$ cat src/rtl/up_counter_if.sv
// up_counter_if: control inputs and count/status outputs of up_counter
interface up_counter_if #(parameter int WIDTH = 4);
  logic en, clr, load, ovf_clr;
  logic [WIDTH-1:0] din, limit, q;
  logic tc, wrap, ovf;
  modport master(output en, clr, load, ovf_clr, din, limit, input q, tc, wrap, ovf);
  modport slave(input en, clr, load, ovf_clr, din, limit, output q, tc, wrap, ovf);
endinterface

$ cat src/rtl/up_counter.sv
// up_counter: synchronous up counter wrapping at a live limit, with wrap pulse and sticky overflow
module up_counter #(parameter int WIDTH = 4) (
  input logic clk,
  input logic rst,
  up_counter_if.slave bus
);
  logic [WIDTH-1:0] q, q_nxt;
  logic wrap, wrap_nxt, ovf, ovf_nxt;
  always_comb begin
    // all-ones also wraps so a count parked above limit never rolls over silently
    wrap_nxt = !bus.clr && !bus.load && bus.en && (q == bus.limit || q == '1);
    q_nxt = bus.clr ? '0 : bus.load ? bus.din : wrap_nxt ? '0 : bus.en ? q + WIDTH'(1) : q;
    ovf_nxt = bus.clr ? 1'b0 : wrap_nxt ? 1'b1 : bus.ovf_clr ? 1'b0 : ovf;
  end
  always_ff @(posedge clk or negedge rst)
    if (!rst) begin
      q <= '0;
      wrap <= 1'b0;
      ovf <= 1'b0;
    end else begin
      q <= q_nxt;
      wrap <= wrap_nxt;
      ovf <= ovf_nxt;
    end
  assign bus.q = q;
  assign bus.tc = q == bus.limit;
  assign bus.wrap = wrap;
  assign bus.ovf = ovf;
endmodule

$ cat src/flat_wrapper.sv
// flat-port wrapper written by rule: the top's interface ports become plain ports
module up_counter_flat 
#(parameter int WIDTH = 4)
  (clk, rst, bus_en, bus_clr, bus_load, bus_ovf_clr, bus_din, bus_limit, bus_q, bus_tc, bus_wrap, bus_ovf);
  up_counter_if #(.WIDTH(WIDTH)) bus_i ();
  input logic clk;
  input logic rst;
  input wire logic [$bits(bus_i.en)-1:0] bus_en;
  input wire logic [$bits(bus_i.clr)-1:0] bus_clr;
  input wire logic [$bits(bus_i.load)-1:0] bus_load;
  input wire logic [$bits(bus_i.ovf_clr)-1:0] bus_ovf_clr;
  input wire logic [$bits(bus_i.din)-1:0] bus_din;
  input wire logic [$bits(bus_i.limit)-1:0] bus_limit;
  output wire logic [$bits(bus_i.q)-1:0] bus_q;
  output wire logic [$bits(bus_i.tc)-1:0] bus_tc;
  output wire logic [$bits(bus_i.wrap)-1:0] bus_wrap;
  output wire logic [$bits(bus_i.ovf)-1:0] bus_ovf;
  assign bus_i.en = bus_en;
  assign bus_i.clr = bus_clr;
  assign bus_i.load = bus_load;
  assign bus_i.ovf_clr = bus_ovf_clr;
  assign bus_i.din = bus_din;
  assign bus_i.limit = bus_limit;
  assign bus_q = bus_i.q;
  assign bus_tc = bus_i.tc;
  assign bus_wrap = bus_i.wrap;
  assign bus_ovf = bus_i.ovf;
  up_counter #(.WIDTH(WIDTH)) u_core (.clk(clk), .rst(rst), .bus(bus_i));
endmodule
$ cat config.mk
export PLATFORM = sky130hd
export DESIGN_NAME = up_counter_flat
export DESIGN_NICKNAME = d
export VERILOG_FILES = /design/src/rtl/up_counter_if.sv /design/src/rtl/up_counter.sv /design/src/flat_wrapper.sv
export SDC_FILE = /design/constraint.sdc
export NUM_CORES = 1
export LEC_CHECK = 0
export ABC_AREA = 1
export BUFFER_PORTS_ARGS = -buffer_cell sky130_fd_sc_hd__buf_2
export CORE_AREA = 2 2 39 41
export DETAILED_ROUTE_END_ITERATION = 7
export DIE_AREA = 0 0 41 43
export MAX_ROUTING_LAYER = met4
export PLACE_DENSITY = 0.65
export SLEW_MARGIN = 20
export SYNTH_ARGS = -nofsm -noshare
export SYNTH_HDL_FRONTEND = slang
export SYNTH_SLANG_ARGS = --single-unit
$ cat constraint.sdc
create_clock -name clk -period 1.6 [get_ports clk]
set_clock_uncertainty 0.1 [all_clocks]
set_input_delay 0.08 -clock clk [delete_from_list [all_inputs] [get_ports clk]]
set_output_delay 0.08 -clock clk [all_outputs]
set_load 0.01 [all_outputs]
# Word-level counts from Yosys, hierarchy flattened
# Index checks and enable logic that the tools add are counted.
[word_totals]
ff_bits = 6
input_bits = 14
word_cells = 21
[classes]
addsub = 1
eq_ne = 2
n_mux = 7
n_reduce_logical = 8
[op_table]
columns = ["cell", "count"]
rows = [
  ["2-to-1 mux 4 bit", 4],
  ["adder 4 x 1 -> 4 bit, second input constant", 1],
  ["equality test 4 bit", 1],
  ["equality test 4 bit, second input constant", 1],
  ["nonzero test 4 bit", 1],
  ["logical AND 1 bit", 3],
  ["2-to-1 mux 1 bit", 3],
  ["nonzero test 3 bit", 1],
  ["zero test 1 bit", 2],
  ["logical OR 1 bit", 1],
]

# Depth between registers and ports, before layout
[depth]
ltp_word = 7
depth_mapped = 11
ltp_nobuf = 11

# Least setup slack after synthesis
# OpenSTA, ideal clock, no wires.
[synth_path]
path_type = "register to register"
start = "register u_core.q[0] (netlist: u_core.bus.q[0])"
end = "register u_core.q[0] (netlist: u_core.bus.q[0])"
arrival_time_ps = 1126
t_required_ps = 1383
path_slack_ps = 257
stages_incl_launch_ff = 11
path_buffers = 0
period_less_slack_ps = 1343
path_cell_list = "dfrtp_1 ha_1 nand2_1 inv_1 nand2_1 nand2_1 nand2_2 nand2_1 nand2_1 nand2_1 nand2_1"
[synth_between]
elab_chain_cells = 6
elab_cells_between_ends = 10
[synth_lines]
columns = ["element", "line", "rtl"]
rows = [
  ["start: declaration", "up_counter.sv:7", "logic [WIDTH-1:0] q, q_nxt;"],
  ["start signal: assignment", "up_counter.sv:21", "q <= q_nxt;"],
  ["parallel branches: the longest is 6 deep, another holds adder 4 x 1 -> 4 bit", "-", ""],
]
# Several ways; the timed one is not identified. The select of a mux whose other input is x is not followed.
# A chain may end at the register's enable or synchronous reset.

# Worst setup path after layout
[layout_path]
start = "register u_core.q[0] (netlist: u_core.bus.q[0])"
end = "register u_core.q[1] (netlist: u_core.bus.q[1])"
# Same word-level chain as after synthesis.

==> out/metrics.yaml <==
drt:
  drc_errors: 0
  avgRoutedWirePerCell_um: 8.941
  vias: 485
  via_per_inst: 4.110
  detail_route.first_pass.iterations: 2
  drt_wl_total_um: 1055
  drt_iter0_markers: 4
  antenna_left: 0
power:
  clkPwrFrac: 0.331
  comb_power_share: 0.247
  seqPwrFrac: 0.422
  power.density_nw_per_um2: 682.0
  p_sw_frac: 0.2987
  vdd_drop_max_mv: 0.3194
  internal-power_mw: 0.2932
  p_leak_nw: 0.4153
  p_switching_mw: 0.1249
min_path:
  hold_depth: 4
  min_path_type: "in2reg"
  min_from: "bus_clr"
  hold_path_end: "u_core.bus.ovf"
placement:
  hpwl_um: 823.2
  gp_congestion: 0.8933
  dp.cells: 113
  portBuffers: 20
synthesis:
  ys_seq_area_frac: 0.3252
  syn-cell-area_sq_um: 461.7
  yosys_warnings: 0
  yosysUniqueCellTypes: 14
  synth-edff-count: 0
  synthTopCellsByArea: "nand2_1, dfrtp_1, inv_1"
  ys.flop_type: "dfrtp_1"
  synthArstFlopShare: 1.000
  synth_nets: 93
  yosys.cell_count.top_type: "nand2_1"
  ys_seq_elements: 6
  syn_avg_cell_area_sq_um: 5.919
  synth_top_area_share: 0.3415
  yosys-top-cells-count: "nand2_1, inv_1, nor2_1, dfrtp_1"
  yosysTopAreaCell: "nand2_1"
  syn_inst: 78
floorplanning:
  io_pins: 21
  start_util: 0.3336
  dieArea_sq_um: 1763
  core_area_sq_um: 1384
  die_h_um: 43
  rows: 14
  die_width_um: 41
status:
  status: "finished clean"
cells_and_area:
  layout-drive-gt1-share: 0.2745
  synthToLayoutAreaGrowth_pct: 32.79
  final_cells: 118
  n_antenna_cell: 0
  fin_nets: 119
critical_path:
  cp_cell_sequence: "ha_1 -> nand2_1 -> inv_1 -> nand2_1 -> nand2_1 -> nand2_2 -> nand2_1 -> nand2_1 -> nand2_1 -> nand2_1"
  critPathLaunchType: "flip-flop"
  path_class: "reg2reg"
  r2r_start: "u_core.bus.q[0]"
  cpMostUsedCell: "nand2_1"
  end_kind: "flip-flop"
  slowest_stage: "dfrtp_1"
  crit_arrival_ns: 1.47
  critPathMaxFanout: 7
  cp.required_ns: 1.63
  worst_path_largest_cell_delay_ns: 0.46
  reg2reg_slack_ns: 0.16
  r2r-end: "u_core.bus.q[1]"
  reg2regPathDepth: 10
global_route:
  grt_overflow: 0
  grt_usage: 0.1516
  grt_pass1_wl_um: 1780
  antenna_found_initial: 0
  grt_max_degree: 10
  grt_pass1_vias: 463
timing:
  min_period_ns: 1.445
  fmax_ghz: 0.6922
  hold_viol_final: 0
  drv_slew: 0
  rsz0062_at_grt: "false"
  fin_crit_sh: 0.9029
  setup_tns_ns: 0
  finalSetupViolations: 0
  relSlewSlack: 0.8141
  holdWs_ns: 0.02052
  worst_slew_pin_slew_ns: 0.2778
clock_tree:
  clock_latency_ns: 0.24
  cts_tree: "done"
  postCtsSetupBuffers: 0
  cts_resized: 0
  path_clk_slew_ns: 0.05
  clock-root-buffer: "clkbuf_4"
  cts_inserted_buffers: 3
  cts_max_level: 1
  cts_sinks: 6
  clk_path_buf_depth: 2
flow_run:
  cap_violations: 0
## registers in the layout (all words and copies together) (netlist names)
signal           cells
u_core.bus.ovf       1
u_core.bus.wrap      1
u_core.bus.q         4
## through the flow
stage	util	setup WS [ns]	total power, mW	cell area [sq um]
4_1_cts	0.4430	0.1421	0.4268	613.1
3_3_place_gp	0.4123	0.2131	0.2761	570.5
3_5_place_dp	0.4123	0.1543	0.2794	570.5
2_1_floorplan	-	0.2572	0.2386	461.7
6_report	0.4430	0.1554	0.4181	613.1
5_1_grt	0.4430	0.009882	0.4523	613.1
## critical path, delay by kind of cell (launching register included)
kind | cells | cell delay [ns]
adders and majority gates | 1 | 0.21
buffers and inverters | 1 | 0.07
DFF | 1 | 0.46
and+or+nand+nor | 8 | 0.50
## layout make-up
cell class	instances	area, sq um
Fill cell	151	770.7
Clock buffer	3	22.52
Tap cell	16	20.02
Timing Repair Buffer	22	120.1
Inverter	13	48.80
Multi-Input combinational cell	58	251.5
Sequential cell	6	150.1
## placed cells by master (no fill, tap or decap), drive strengths merged
cell type and count:
nand2 43, buf 20, inv 13, nor2 10, dfrtp 6, clkbuf 3
dlygate4sd3 2, or2 1, nand3 1, xor2 1, nor3 1, ha 1
## cell families (layout without fill, tap and decap cells)
kind of cell	count (synthesis)	count (layout)	share of synthesized area
DFF	6	6	0.3252
adders and majority gates	1	1	0.02710
and+or+nand+nor	56	56	0.4986
xor gates and xnor gates	1	1	0.01897
buffers and inverters	14	38	0.1301
## layer usage
| metal | global-route usage | up-vias | part of all wire |
|---|---|---|---|
| met1 | 0.1854 | 201 | 0.47 |
| met4 | 0.06000 | 0 | 0 |
| met2 | 0.2344 | 12 | 0.47 |
| met5 | - | - | 0 |
| met3 | 0.03141 | 0 | 0.056 |
| li1 | - | 272 | - |
## how the worst max path moves through the flow
| stage | startpoint | endpoint | slack [ns] | cells after the start |
|---|---|---|---|---|
| 2_1_floorplan | u_core.bus.q[0] | u_core.bus.q[0] | 0.26 | 10 |
| 6_report | u_core.bus.q[0] | u_core.bus.q[1] | 0.16 | 10 |
| 4_1_cts | u_core.bus.q[0] | u_core.bus.q[0] | 0.14 | 10 |
| 3_3_place_gp | u_core.bus.q[0] | u_core.bus.q[0] | 0.21 | 10 |
| 3_5_place_dp | u_core.bus.q[0] | u_core.bus.q[0] | 0.15 | 10 |
| 5_1_grt | u_core.bus.q[0] | u_core.bus.q[0] | 0.01 | 10 |
## power by group through the flow
stage               logic [mW]  registers (mW)  clock network, mW
floorplan               0.0588           0.180                  0
global placement        0.0990           0.177                  0
detailed placement       0.101           0.179                  0
CTS                      0.105           0.176              0.145
global route             0.121           0.178              0.153
finish                   0.103           0.176              0.138
## what timing repair did
action | in CTS | in global routing
hold endpoints to repair | 7 | 0
endpoints found under the setup margin | 0 | 0
hold buffers | 2 | 0
No activity file was read; power rests on OpenSTA's default activity.
